**src/rtl/delay_timer_pkg.sv**
```systemverilog
// Shared constants for the delay timer: FSM state encodings, reload modes
// and the prescaler width helper.
package delay_timer_pkg;

  localparam logic [1:0] ST_IDLE    = 2'd0;
  localparam logic [1:0] ST_COUNT   = 2'd1;
  localparam logic [1:0] ST_EXPIRED = 2'd2;

  localparam logic MODE_ONESHOT = 1'b0;
  localparam logic MODE_RELOAD  = 1'b1;

  // ceil(log2(p)) with a floor of one bit, so PRESCALE = 1 still gets a register.
  function automatic int prescale_width(input int p);
    return (p > 1) ? $clog2(p) : 1;
  endfunction

endpackage

```
**src/rtl/tick_prescaler.sv**
```systemverilog
// Divides clock1 down to one tick every PRESCALE enabled cycles; clear restarts
// the division so the first tick lands PRESCALE cycles later.
module tick_prescaler
  import delay_timer_pkg::*;
#(
  parameter int PRESCALE = 1
) (
  input  logic clock1,
  input  logic reset_n,
  input  logic clear,
  input  logic enable,
  output logic tick
);

  localparam int            PW     = prescale_width(PRESCALE);
  localparam logic [PW-1:0] RELOAD = PW'(PRESCALE - 1);

  logic [PW-1:0] r_cnt;

  // The value held while idle is never observed: every start clears it first.
  always_ff @(posedge clock1 or negedge reset_n) begin
    if (!reset_n) begin
      r_cnt <= '0;
    end else if (clear) begin
      r_cnt <= RELOAD;
    end else if (enable) begin
      r_cnt <= (r_cnt == '0) ? RELOAD : r_cnt - 1'b1;
    end
  end

  assign tick = enable && (r_cnt == '0);

endmodule

```
**src/rtl/delay_timer.sv**
```systemverilog
// Programmable down-counting delay timer with one-shot or periodic expiry,
// hold, abort and a shared prescaler.
module delay_timer
  import delay_timer_pkg::*;
#(
  parameter int WIDTH    = 12,
  parameter int PRESCALE = 1
) (
  input  logic             clock1,
  input  logic             reset_n,
  input  logic             start,
  input  logic             abort,
  input  logic             hold,
  input  logic             auto_reload,
  input  logic [WIDTH-1:0] load_value,
  output logic             expired,
  output logic             done,
  output logic             busy,
  output logic [WIDTH-1:0] count
);

  logic [1:0]       r_state;
  logic [WIDTH-1:0] r_count;
  logic             r_done;

  logic w_tick;
  logic w_enable;
  logic w_reload;
  logic w_clear;

  assign w_enable = (r_state == ST_COUNT) && !hold;
  assign w_reload = w_tick && (r_count == '0) && (auto_reload == MODE_RELOAD);
  assign w_clear  = start || abort || w_reload;

  tick_prescaler #(
    .PRESCALE(PRESCALE)
  ) u_prescaler (
    .clock1 (clock1),
    .reset_n(reset_n),
    .clear  (w_clear),
    .enable (w_enable),
    .tick   (w_tick)
  );

  // Abort beats start; w_tick already folds in COUNT state and hold.
  always_ff @(posedge clock1 or negedge reset_n) begin
    if (!reset_n) begin
      r_state <= ST_IDLE;
      r_count <= '0;
      r_done  <= 1'b0;
    end else if (abort) begin
      r_state <= ST_IDLE;
      r_count <= '0;
      r_done  <= 1'b0;
    end else if (start) begin
      r_state <= ST_COUNT;
      r_count <= load_value;
      r_done  <= 1'b0;
    end else begin
      r_done <= 1'b0;
      if (w_tick) begin
        if (r_count != '0) begin
          r_count <= r_count - 1'b1;
        end else begin
          r_done <= 1'b1;
          if (auto_reload == MODE_ONESHOT) begin
            r_state <= ST_EXPIRED;
          end else begin
            r_count <= load_value;
          end
        end
      end
    end
  end

  assign busy    = (r_state == ST_COUNT);
  assign expired = (r_state == ST_EXPIRED);
  assign done    = r_done;
  assign count   = r_count;

endmodule

```
**config.mk**
```make
export PLATFORM = sky130hd
export DESIGN_NAME = delay_timer
export DESIGN_NICKNAME = d
export VERILOG_FILES = /design/src/rtl/delay_timer_pkg.sv /design/src/rtl/tick_prescaler.sv /design/src/rtl/delay_timer.sv
export SDC_FILE = /design/constraint.sdc
export NUM_CORES = 1
export LEC_CHECK = 0
export CAP_MARGIN = 20
export CORE_UTILIZATION = 35
export CTS_BUF_LIST = sky130_fd_sc_hd__clkbuf_8
export DETAILED_ROUTE_END_ITERATION = 10
export HOLD_SLACK_MARGIN = 0.03
export SYNTH_ARGS = -nofsm -noshare
export SYNTH_HDL_FRONTEND = slang
export SYNTH_SLANG_ARGS = --single-unit
```
**constraint.sdc**
```tcl
create_clock -name clock1 -period 2.9 [get_ports clock1]
set_input_delay 0.87 -clock clock1 [delete_from_list [all_inputs] [get_ports clock1]]
set_output_delay 0.87 -clock clock1 [all_outputs]
set_load 0.1 [all_outputs]
```
# --- Yosys cells after proc, flatten, opt, wreduce, memory -nomap -nowiden ---
# Index checks and enable logic that the tools add are counted.
op_classes:
  add_sub_neg: 2
  multipliers: 0
  div: 0
  magnitude_cmp: 0
  eq_ne: 4
  shift: 0
  mux: 17
  bitwise_logic: 1
  reduce_logical: 14
op_table:
  columns: ["op", "count"]
  rows:
  - ["12-bit 2-to-1 mux", 5]
  - ["12-bit logical NOT", 1]
  - ["12-bit nonzero test", 1]
  - ["12-bit by 1-bit subtractor with 12-bit output, second input constant", 1]
  - ["2-bit 2-to-1 mux", 5]
  - ["1-bit 2-to-1 mux", 7]
  - ["3-bit != test, second input constant", 2]
  - ["1-bit logical AND", 4]
  - ["4-bit nonzero test", 1]
  - ["3-bit AND reduction", 1]
  - ["3-bit nonzero test", 1]
  - ["2-bit by 1-bit == test with 1-bit output, second input constant", 1]
  - ["2-bit == test, second input constant", 1]
  - ["1-bit logical OR", 2]
  - ["2-bit AND reduction", 1]
  - ["2-bit nonzero test", 1]
  - ["1-bit logical NOT", 1]
  - ["1-bit NOT", 1]
  - ["1-bit subtractor, second input constant", 1]
totals:
  regBits: 16
  latch_bits: 0
  mem_bits_rw: 0
  romBits: 0
  input_bits: 18
  output_inout_bits: 15
  wordCells: 42
  mem_count: 0

# --- Longest topological paths before layout ---
depth:
  word_depth: 7
  ltp_mapped: 9

# --- Cells and area by module ---
# A second synthesis with hierarchy kept.
hier_totals:
  hier_cells: 120
  hier_area_um2: 1058.5
modules_own_cells:
  columns: ["mod", "instances", "cells_each", "area_per_inst_um2", "seq_area_each_um2"]
  rows:
  - ["delay_timer", 1, 119, 1051.0, 375.4]
  - ["tick_prescaler", 1, 1, 7.5, 0.0]

# --- Least setup slack after synthesis ---
# No wires, ideal clock.
synth_timing:
  path_kind: "reg-to-reg"
  startpoint: "register r_count[0], in the netlist count[0]"
  endpoint: "register r_count[11], in the netlist count[11]"
  setup_time_ns: 0.087
  arrival_time_ns: 2.721
  required_time_ns: 2.813
  setup_slack_ns: 0.092
  stages_incl_launch_ff: 10
  path_buffers: 3
  synth_period_minus_slack_ns: 2.808
  cell_sequence: "dfrtp_1 -> clkbuf_1 -> inv_1 -> ha_1 -> or3b_1 -> clkbuf_1 -> nor4_4 -> or3_1 -> buf_4 -> o211ai_1"
synth_via:
  elab_chain_cells: 5
  elab_cells_between_ends: 8
  cone_classes: "add/sub (1); mux (4); reduce/logical (3)"
synth_rtl:
  columns: ["element", "line", "rtl"]
  rows:
  - ["from (decl)", "delay_timer.sv:23", "logic [WIDTH-1:0] r_count;"]
  - ["from (signal assigned)", "delay_timer.sv:57", "r_count <= load_value;"]
  - ["from (signal assigned)", "delay_timer.sv:63", "r_count <= r_count - 1'b1;"]
  - ["from (signal assigned)", "delay_timer.sv:69", "r_count <= load_value;"]
  - ["12-bit by 1-bit subtractor with 12-bit output / 12-bit nonzero test (equally long branches)", "delay_timer.sv:63, delay_timer.sv:62", null]
  - ["12-bit 2-to-1 mux", "delay_timer.sv:62", "if (r_count != '0) begin"]
  - ["12-bit 2-to-1 mux", "delay_timer.sv:61", "if (w_tick) begin"]
  - ["12-bit 2-to-1 mux", "delay_timer.sv:55", "end else if (start) begin"]
  - ["12-bit 2-to-1 mux", "delay_timer.sv:51", "end else if (abort) begin"]
# Parallel ways exist; a longest one is shown, timed or not. The select of a mux whose other input is x is not followed.
# A chain may end at the register's enable or synchronous reset.

# --- Final worst setup path ---
layout_timing:
  startpoint: "input port abort"
  endpoint: "register r_count[11], in the netlist count[11]"
layout_via:
  elab_chain_cells: 2
  elab_cells_between_ends: 4
  cone_classes: "mux (1); reduce/logical (3)"
layout_rtl:
  columns: ["element", "line", "rtl"]
  rows:
  - ["from (decl)", "delay_timer.sv:12", "input logic abort,"]
  - ["4-bit nonzero test (no line) / 3-bit nonzero test (equally long branches)", null, null]
  - ["2-bit AND reduction (no line)", null, null]
# Parallel ways exist; a longest one is shown, timed or not.

==> impl_metrics.tcl <==
set metrics [dict create \
    max_cap_violations 0 \
    powerDensity_nw_per_um2 657 \
    tns_ns 0 \
    portBuffers 32 \
    vias_per_cell 5.71 \
    final_nets 187 \
    ys_types 48 \
    wl_per_cell_um 15.8 \
    synth_area_um2 1170 \
    regToRegEndpoint "count[11]$_DFFE_PN0P_" \
    synth-seq-cells 15 \
    fin_crit_sh_pct 87.0 \
    clock_latency_ns 0.26 \
    peakVddDrop_mv 0.330 \
    ctsHtreeMaxLevel 1 \
    cts_root_buf "clkbuf_8" \
    r2r_start "count[1]$_DFFE_PN0P_" \
    diodes 0 \
    placed_cell_area_um2 1540 \
    area_growth_pct 36.3 \
    grt_util_all_layers_pct 20.5 \
    gp_congestion 0.849 \
    cts_hold_buf 0 \
    setup-violations-final 0 \
    drc 0 \
    worst_pin_slew_ns 0.728 \
    syn-instance-count 127 \
    synth_warnings 0 \
    drt-initial-drc-count 62 \
    antenna_found_initial 0 \
    yosys.area.top_type "dfrtp_1" \
    synth-edff-count 0 \
    grt-ovfl-total 0 \
    synth.area.top_cells "dfrtp_1 32%, nor4_4 3.6%, nor3_1 3.4%" \
    vias 1199 \
    slew-limit-headroom_pct 51.3 \
    hold_path_startpoint "r_state[1]$_DFFE_PN0P_" \
    chipWidth_um 59.7 \
    period_minus_slack_ns 2.52 \
    skew_ns 0.00884 \
    status "completed" \
    min_delay_path_depth 1 \
    ys_seq_area_share_pct 32.2 \
    drv_slew 0 \
    grt_pass1_wl_mm 5.31 \
    dieArea_um2 3570 \
    synth_top_area_share_pct 32.2 \
    layout_commonest_cell "buf_4" \
    dr.pass1.iters 4 \
    hold_end "r_state[1]$_DFFE_PN0P_" \
    start_util_pct 37.6 \
    crit_slowest_cell "or4_1" \
    rsz0062_at_grt "false" \
    crit_required_ns 3.02 \
    post-cts-setup-buffers 0 \
    syn_nets 147 \
    layout_common_cells "27 x buf_4, 17 x clkdlybuf4s50_1, 15 x dfrtp_1" \
    ff2ff_setup_slack_ns 0.58 \
    core.rowCount 20 \
    synth.avg_cell_area_um2 9.18 \
    end_kind "flop" \
    hold_viol 0 \
    ios 33 \
    holdCritPathClass "reg2reg" \
    grt_max_degree 16 \
    cts_tree "built" \
    synth_ff_type "dfrtp_1" \
    cts_buffer_depth 2 \
    core_area_um2 3100 \
    crit_chain "clkdlybuf4s50_1 > or4_1 > nor4_4 > or3_1 > o211ai_1" \
    power.leakage_nw 0.663 \
    postLayoutCellArea_um2 1590 \
    r2r_cells 6 \
    ant_nets 0 \
    drive_above_1_share_pct 22.9 \
    worst_ep_arrival_time_ns 2.65 \
    cpPeakStageDelay_ns 0.57 \
    clk_pin_slew_ns 0.07 \
    cts_made_buffers 3 \
    start_kind "primary input" \
    max_freq_ghz 0.396 \
    cts_sinks 15 \
    finish.utilization_pct 51.2 \
    dieHeight_um 59.7 \
    grt_pass1_vias 1109 \
    finalWirelength_mm 3.32 \
    crit_type "in2reg" \
    hpwl_mm 2.49 \
    cts.repair.resized 0 \
    async_flop_share_pct 100 \
    crit_fanout 9 \
]
[per-layer routing]
metal,GRT usage (%),up-vias,share of wire (%)
met5,0,-,0
met3,4.11,7,6.6
met2,31.6,56,47
met1,27.4,558,44
met4,9.97,0,2.4
li1,-,578,-
[registers in the layout, indices dropped and copies added (netlist names)]
name and count:
r_state 2, count 12, done 1
[area by class of cell]
| cell class | instances | area [um^2] |
|---|---|---|
| Multi-Input combinational cell | 94 | 703 |
| Fill cell | 322 | 1510 |
| Clock inverter | 1 | 7.51 |
| Tap cell | 44 | 55.1 |
| Clock buffer | 3 | 41.3 |
| Timing Repair Buffer | 44 | 373 |
| Sequential cell | 15 | 375 |
| Inverter | 9 | 33.8 |
[metrics by stage]
step / total power, mW / setup WS (ns) / std cells / hold slack (ns)
6_report: 1.04 / 0.377 / 210 / 0.551
5_1_grt: 1.10 / 0.320 / 210 / 0.605
4_1_cts: 1.05 / 0.381 / 210 / 0.556
3_5_place_dp: 0.863 / 0.125 / 206 / 0.540
3_3_place_gp: 0.859 / 0.144 / 206 / 0.523
2_1_floorplan: 0.720 / 0.0924 / 127 / 0.501
[worst max-delay path, delay by kind of cell]
| family | cells | cell delay, ns |
|---|---|---|
| compound gates | 1 | 0.15 |
| buf+inv | 1 | 0.43 |
| simple gates | 3 | 1.19 |
[cell families (layout without fill, tap and decap cells)]
group	after synthesis	after routing	synth area share, %
buffers and inverters	18	57	7.51
AOI/OAI and AO/OA	40	40	26.9
muxes	3	3	2.58
DFF	15	15	32.2
and+or+nand+nor	49	49	28.6
adders and majority gates	2	2	2.15
[report_power, final]
part / internal (mW) / leakage (nW) / switching [mW]
logic: 0.185 / 0.443 / 0.384
registers: 0.235 / 0.198 / 0.0553
clock network: 0.0970 / 0.0217 / 0.0874
[cell usage after synthesis, types with 4 or more instances]
cell / number
inv_1: 9
o21ai_0: 4
nor2_1: 7
dfrtp_1: 15
nand3_1: 7
o22ai_1: 6
clkbuf_1: 5
nor3_1: 8
a21oi_1: 4
[worst max-delay path by stage]
stage | start | endpoint | cells after the start
finish | abort | count[11]$_DFFE_PN0P_ | 5
CTS | abort | count[11]$_DFFE_PN0P_ | 5
detailed placement | abort | count[11]$_DFFE_PN0P_ | 5
global placement | abort | count[11]$_DFFE_PN0P_ | 5
global route | abort | count[11]$_DFFE_PN0P_ | 5
floorplan | count[0]$_DFFE_PN0P_ | count[11]$_DFFE_PN0P_ | 9
Note: power is estimated with default switching activity, not from simulation.
==> RTL edit 1, RTL diff (same flow settings) <==
Register the outputs `expired` and `busy`, without a reset; this adds one clock of latency there. The other outputs are not delayed to match.
--- a/src/rtl/delay_timer.sv
+++ b/src/rtl/delay_timer.sv
@@ -74,6 +74,8 @@
   end
 
-  assign busy    = (r_state == ST_COUNT);
-  assign expired = (r_state == ST_EXPIRED);
+  always_ff @(posedge clock1) begin
+    expired <= (r_state == ST_EXPIRED);
+    busy    <= (r_state == ST_COUNT);
+  end
   assign done    = r_done;
   assign count   = r_count;
Behaviour: not the same (Yosys sat finds a counterexample within 4 cycles, from zero or initial values and one cycle with reset_n low).
==> RTL edit 1 against the unedited design <==
- routed wire length shrank 2.7%
- worst setup slack gained 0.013 ns
- register-to-register slack got worse by 0.19 ns
- non-clock buffer count fell by 7
- power fell by 8.0%
- hold slack worse by 0.082 ns
- final area decreased by 5.2%
- first-iteration DRC count shrank 40%
- sequential cell count grew 2
- synthesized area down 3.3%
- critical path type is now reg2reg
- largest power group unchanged
==> RTL edit 1: results (changes against the unedited design) <==
Yosys warnings 0 (unchanged); Syn Nets 151 (was 147); vias in the first global route 1134 (was 1109); setup slack, reg-to-reg 0.39 ns (was 0.58 ns); Routed wire per std cell 15.4 µm (was 15.8 µm); Lkg Pwr 0.623 nW (was 0.663 nW); Crit path max-delay family simple AND/OR/NAND/NOR gates (unchanged); Layout fillers 322 (unchanged); Final HPWL DP 2.41 mm (was 2.49 mm); Clock Skews 0.000490 ns (was 0.00884 ns); maximum vdd drop 252 µV (was 330 µV); Total Routing Usage GR 0.207 (was 0.205); status finished clean (unchanged); end point of the critical path count[4] (was count[11]); H-Tree Level Count 1 (unchanged); worst skew pair latency 0.25 ns; routability cong. 0.891 (was 0.849); vias per inst 5.67 (was 5.71); layout cells sized above 1 0.188 (was 0.229); CTS Root Cell clkbuf_8 (unchanged); Synth cell types 43 (was 48); CP max stage delay 0.51 ns (was 0.57 ns); initial antenna violation count 0 (unchanged); post-synthesis sequential area ratio 0.368 (was 0.322); crit-path max FO 11 (was 9); DRT iter0 DRCs 37 (was 62); WHS Endpoint expired (was r_state[1]); crit path DAT 2.63 ns (was 2.65 ns); top cells by count, synth 15 x dfrtp_1, 14 x a21oi_1, 14 x nand2_1 (was 15 x dfrtp_1, 9 x inv_1, 8 x nor3_1); min-delay src r_state[0] (was r_state[1]); Nets 186 (was 187); Largest register FFs 12 (unchanged); Resize count post-CTS 0 (unchanged); first-pass GRT wire length 5.26 mm (was 5.31 mm); ranking of synthesized cells by area dfrtp_1 33%, a21oi_1 6.2%, nand2_1 4.7% (was dfrtp_1 32%, nor4_4 3.6%, nor3_1 3.4%); port bufs 32 (unchanged); Post-CTS Setup Inserts 0 (unchanged); Least-Margin Pin Slew 0.698 ns (was 0.728 ns); Min-Delay Path Class reg2reg (unchanged); Bufs on Longest Clock Path 2 (unchanged); router iterations before antenna repair 4 (unchanged); Num CTS Buffers 3 (unchanged); WHS Path Cells 1 (unchanged); Worst-path clk slew 0.07 ns (about the same); worst setup path startpoint count[1] (was abort); Synth top area share 0.333 (was 0.322); post-synthesis async set-or-reset flop share 0.882 (was 1.00); slowest CP cell or4b_4 (was or4_1); largest net degree at the start of global routing 17 (was 16); reg2reg path depth 7 (was 6); n_diodes 0 (unchanged)
-- RTL edit 1: changes by cell type in the layout (fill, tap and decap cells not counted), sizes merged, moves of 3 or more --
cell and change:
nor2 +3, a211oi -3, o41ai -3, nand3 -4, a21oi +10, a31oi +3, nand2 +11, buf -7
or2 +3, inv -6
-- RTL edit 1: layout make-up --
class / instances / area, µm² / area share
Multi-Input combinational cell: 104 / 658 / 0.437
Sequential cell: 17 / 415 / 0.276
Timing Repair Buffer: 37 / 320 / 0.213
Tap cell: 44 / 55.1 / 0.0365
Clock buffer: 3 / 41.3 / 0.0274
Inverter: 3 / 11.3 / 0.00748
Clock inverter: 1 / 5.00 / 0.00332
-- RTL edit 1: kinds of logic (layout without fill, tap and decap cells) --
logic type	count (synthesis)	count (layout)	share of synthesized area
muxes	1	1	0.00888
buffers and inverters	10	44	0.0477
AOI/OAI and AO/OA	44	44	0.259
adders and majority gates	2	2	0.0222
and+or+nand+nor	57	57	0.294
DFF	17	17	0.368
-- RTL edit 1: through the flow --
step	util	cells	instance area (µm²)	hold slack, ns	worst slack (ns)
finish	0.493	209	1510	0.469	0.391
global route	0.493	209	1510	0.499	0.292
CTS	0.493	209	1510	0.474	0.389
detailed placement	0.478	205	1460	0.463	0.202
global placement	0.478	205	1460	0.458	0.278
floorplan	-	131	1130	0.437	0.266
-- RTL edit 1: power breakdown --
part | internal, mW | total, mW | switching [mW]
logic | 0.154 | 0.486 | 0.331
registers | 0.258 | 0.294 | 0.0356
clock network | 0.0955 | 0.182 | 0.0862
total | 0.508 | 0.961 | 0.453
-- RTL edit 1: layer usage --
layer | track usage | wire length [µm]
met1 | 0.252 | 1330
met2 | 0.360 | 1630
met3 | 0.0418 | 231
met4 | 0.0714 | 33
met5 | 0 | 0
==> RTL edit 2, RTL diff (same flow settings) <==
Without the edit above. `WIDTH`: 12 -> 18.
--- a/src/rtl/delay_timer.sv
+++ b/src/rtl/delay_timer.sv
@@ -4,5 +4,5 @@
   import delay_timer_pkg::*;
 #(
-  parameter int WIDTH    = 12,
+  parameter int WIDTH    = 18,
   parameter int PRESCALE = 1
 ) (
Interface: changed (resized count and load_value); port bits go from 33 to 45. The function was not compared with the original's and may differ.
==> RTL edit 2 against the unedited design <==
- worst setup slack improved by 0.082 ns
- critical endpoint is now count[4]
- clock power increased by 8%
- largest power group unchanged
- largest cell class unchanged
- synthesized area increased by 25%
- first-iteration DRC count increased by 73%
- count of clock-buffer cells in the layout unchanged
- core utilization decreased by 1.6 points
- non-clock buffer count increased by 10
- hold slack improved by 0.024 ns
- sequential cell count increased by 6
- final area increased by 25%
- routed wire length increased by 35%
- sequential power increased by 30%
- power increased by 17%
==> RTL edit 2: results (changes against the unedited design) <==
status finished clean (unchanged); maximum vdd drop 215 µV (was 330 µV); worst skew pair latency 0.26 ns (about the same); Rel. slew slack 0.645 (was 0.513); ranking of synthesized cells by area dfrtp_1 36%, o21ai_1 4.5%, nor2_1 4.4% (was dfrtp_1 32%, nor4_4 3.6%, nor3_1 3.4%); crit-path max FO 17 (was 9); Total Routing Usage GR 0.216 (was 0.205); post-synthesis sequential area ratio 0.360 (was 0.322); top cells by count, synth 21 x dfrtp_1, 17 x nor2_1, 13 x o21ai_1 (was 15 x dfrtp_1, 9 x inv_1, 8 x nor3_1); Crit path max-delay family compound AO/OA/AOI/OAI gates (was simple AND/OR/NAND/NOR gates); adder-cell share of the synthesized area 0.00856 (was 0.0215); Most used DFF post-synth dfrtp_1 (unchanged); slowest CP cell nor3b_1 (was or4_1); initial antenna violation count 0 (unchanged); DRT iter0 DRCs 107 (was 62); dpl cell area 1940 µm² (was 1540 µm²); Final HPWL DP 3.27 mm (was 2.49 mm); Syn Nets 193 (was 147); Synth top area share 0.360 (was 0.322); Resize count post-CTS 0 (unchanged); crit path DAT 2.61 ns (was 2.65 ns); port bufs 44 (was 32); vias per inst 5.91 (was 5.71); Synth cell types 49 (was 48); WHS Path Cells 2 (was 1); Routed wire per std cell 16.8 µm (was 15.8 µm); Bufs on Longest Clock Path 2 (unchanged); Layout fillers 382 (was 322); layout cells sized above 1 0.217 (was 0.229); Nets 243 (was 187); Clock Skews 0.00219 ns (was 0.00884 ns); H-Tree Level Count 1 (unchanged); CP max stage delay 0.43 ns (was 0.57 ns); largest net degree at the start of global routing 23 (was 16); Synth Area in XOR/XNOR 0 (unchanged); Lkg Pwr 0.825 nW (was 0.663 nW); Largest register FFs 18 (was 12); Worst-path clk slew 0.08 ns; CTS Root Cell clkbuf_8 (unchanged); compound-cell area share of the yosys netlist 0.294 (was 0.269); routability cong. 0.857 (was 0.849); Post-CTS Setup Inserts 0 (unchanged); first-pass GRT wire length 7.21 mm (was 5.31 mm); Min-Delay Path Class reg2reg (unchanged); reg2reg path depth 7 (was 6); Yosys warnings 0 (unchanged); router iterations before antenna repair 4 (unchanged); mux cell area share after synthesis 0.0137 (was 0.0258); vias in the first global route 1496 (was 1109); post-synthesis async set-or-reset flop share 1.00 (unchanged); Num CTS Buffers 3 (unchanged); n_diodes 0 (unchanged)
RTL edit 2: cell types whose count changed after synthesis, moves of 3 or more:
cell / unedited run / this run
a31oi_1: 0 / 6
o21ai_1: 1 / 13
buf_2: 1 / 5
nor3_1: 8 / 5
dfrtp_1: 15 / 21
inv_1: 9 / 12
nand3_1: 7 / 0
a21oi_1: 4 / 7
nor2_1: 7 / 17
a22oi_1: 3 / 6
nand2_1: 3 / 9
RTL edit 2: final cells by class:
type | instances | share of cell area
multi-input cells | 126 | 0.425
clock inverters | 1 | 0.00189
repair buffers | 54 | 0.233
inverters | 12 | 0.0227
clock buffers | 3 | 0.0208
well taps | 50 | 0.0315
flip-flops and latches | 21 | 0.265
RTL edit 2: through the flow:
| stage | instances | hold slack, ns | setup WS, ns | utilization |
|---|---|---|---|---|
| global route | 267 | 0.628 | 0.323 | 0.496 |
| detailed placement | 263 | 0.565 | 0.202 | 0.485 |
| finish | 267 | 0.575 | 0.460 | 0.496 |
| CTS | 267 | 0.583 | 0.472 | 0.496 |
| floorplan | 168 | 0.527 | 0.291 | - |
| global placement | 263 | 0.553 | 0.279 | 0.485 |
RTL edit 2: worst paths after layout:
path	start	endpoint	slack, ns
max in group asynchronous	reset_n	count[12]	1.70
worst min-delay path	count[1]	count[1]	0.57
min in group asynchronous	reset_n	count[1]	0.96
worst min register to register	count[1]	count[1]	0.57
worst max-delay path	hold	count[4]	0.46
worst max register to register	count[0]	count[5]	0.48
RTL edit 2: kinds of logic after synthesis:
logic type / after synthesis
AO/OA/AOI/OAI: 64
AND/OR/NAND/NOR: 59
buffers and inverters: 21
flip-flops: 21
multiplexers: 2
adder cells (fa/ha/maj): 1
RTL edit 2: where the power goes:
group          internal [mW]  total [mW]  leakage [nW]  switching (mW)
Sequential             0.323       0.376         0.280          0.0532
Combinational          0.193       0.649         0.518           0.456
Clock                 0.0945       0.199        0.0269           0.104
RTL edit 2: worst register-to-register path: cells and delay by family (launching register included):
| kind | cells | cell delay (ns) |
|---|---|---|
| and+or+nand+nor | 2 | 0.59 |
| buffers and inverters | 1 | 0.10 |
| DFF | 1 | 0.41 |
| AOI/OAI and AO/OA | 3 | 0.95 |
| adders and majority gates | 1 | 0.25 |
RTL edit 2: per-layer routing:
layer | GRT usage | vias up | routed length (µm)
met3 | 0.0240 | 5 | 263
met1 | 0.308 | 762 | 2080
met2 | 0.333 | 55 | 2100
met4 | 0.0718 | 0 | 48
li1 | - | 756 | -
met5 | 0 | - | 0
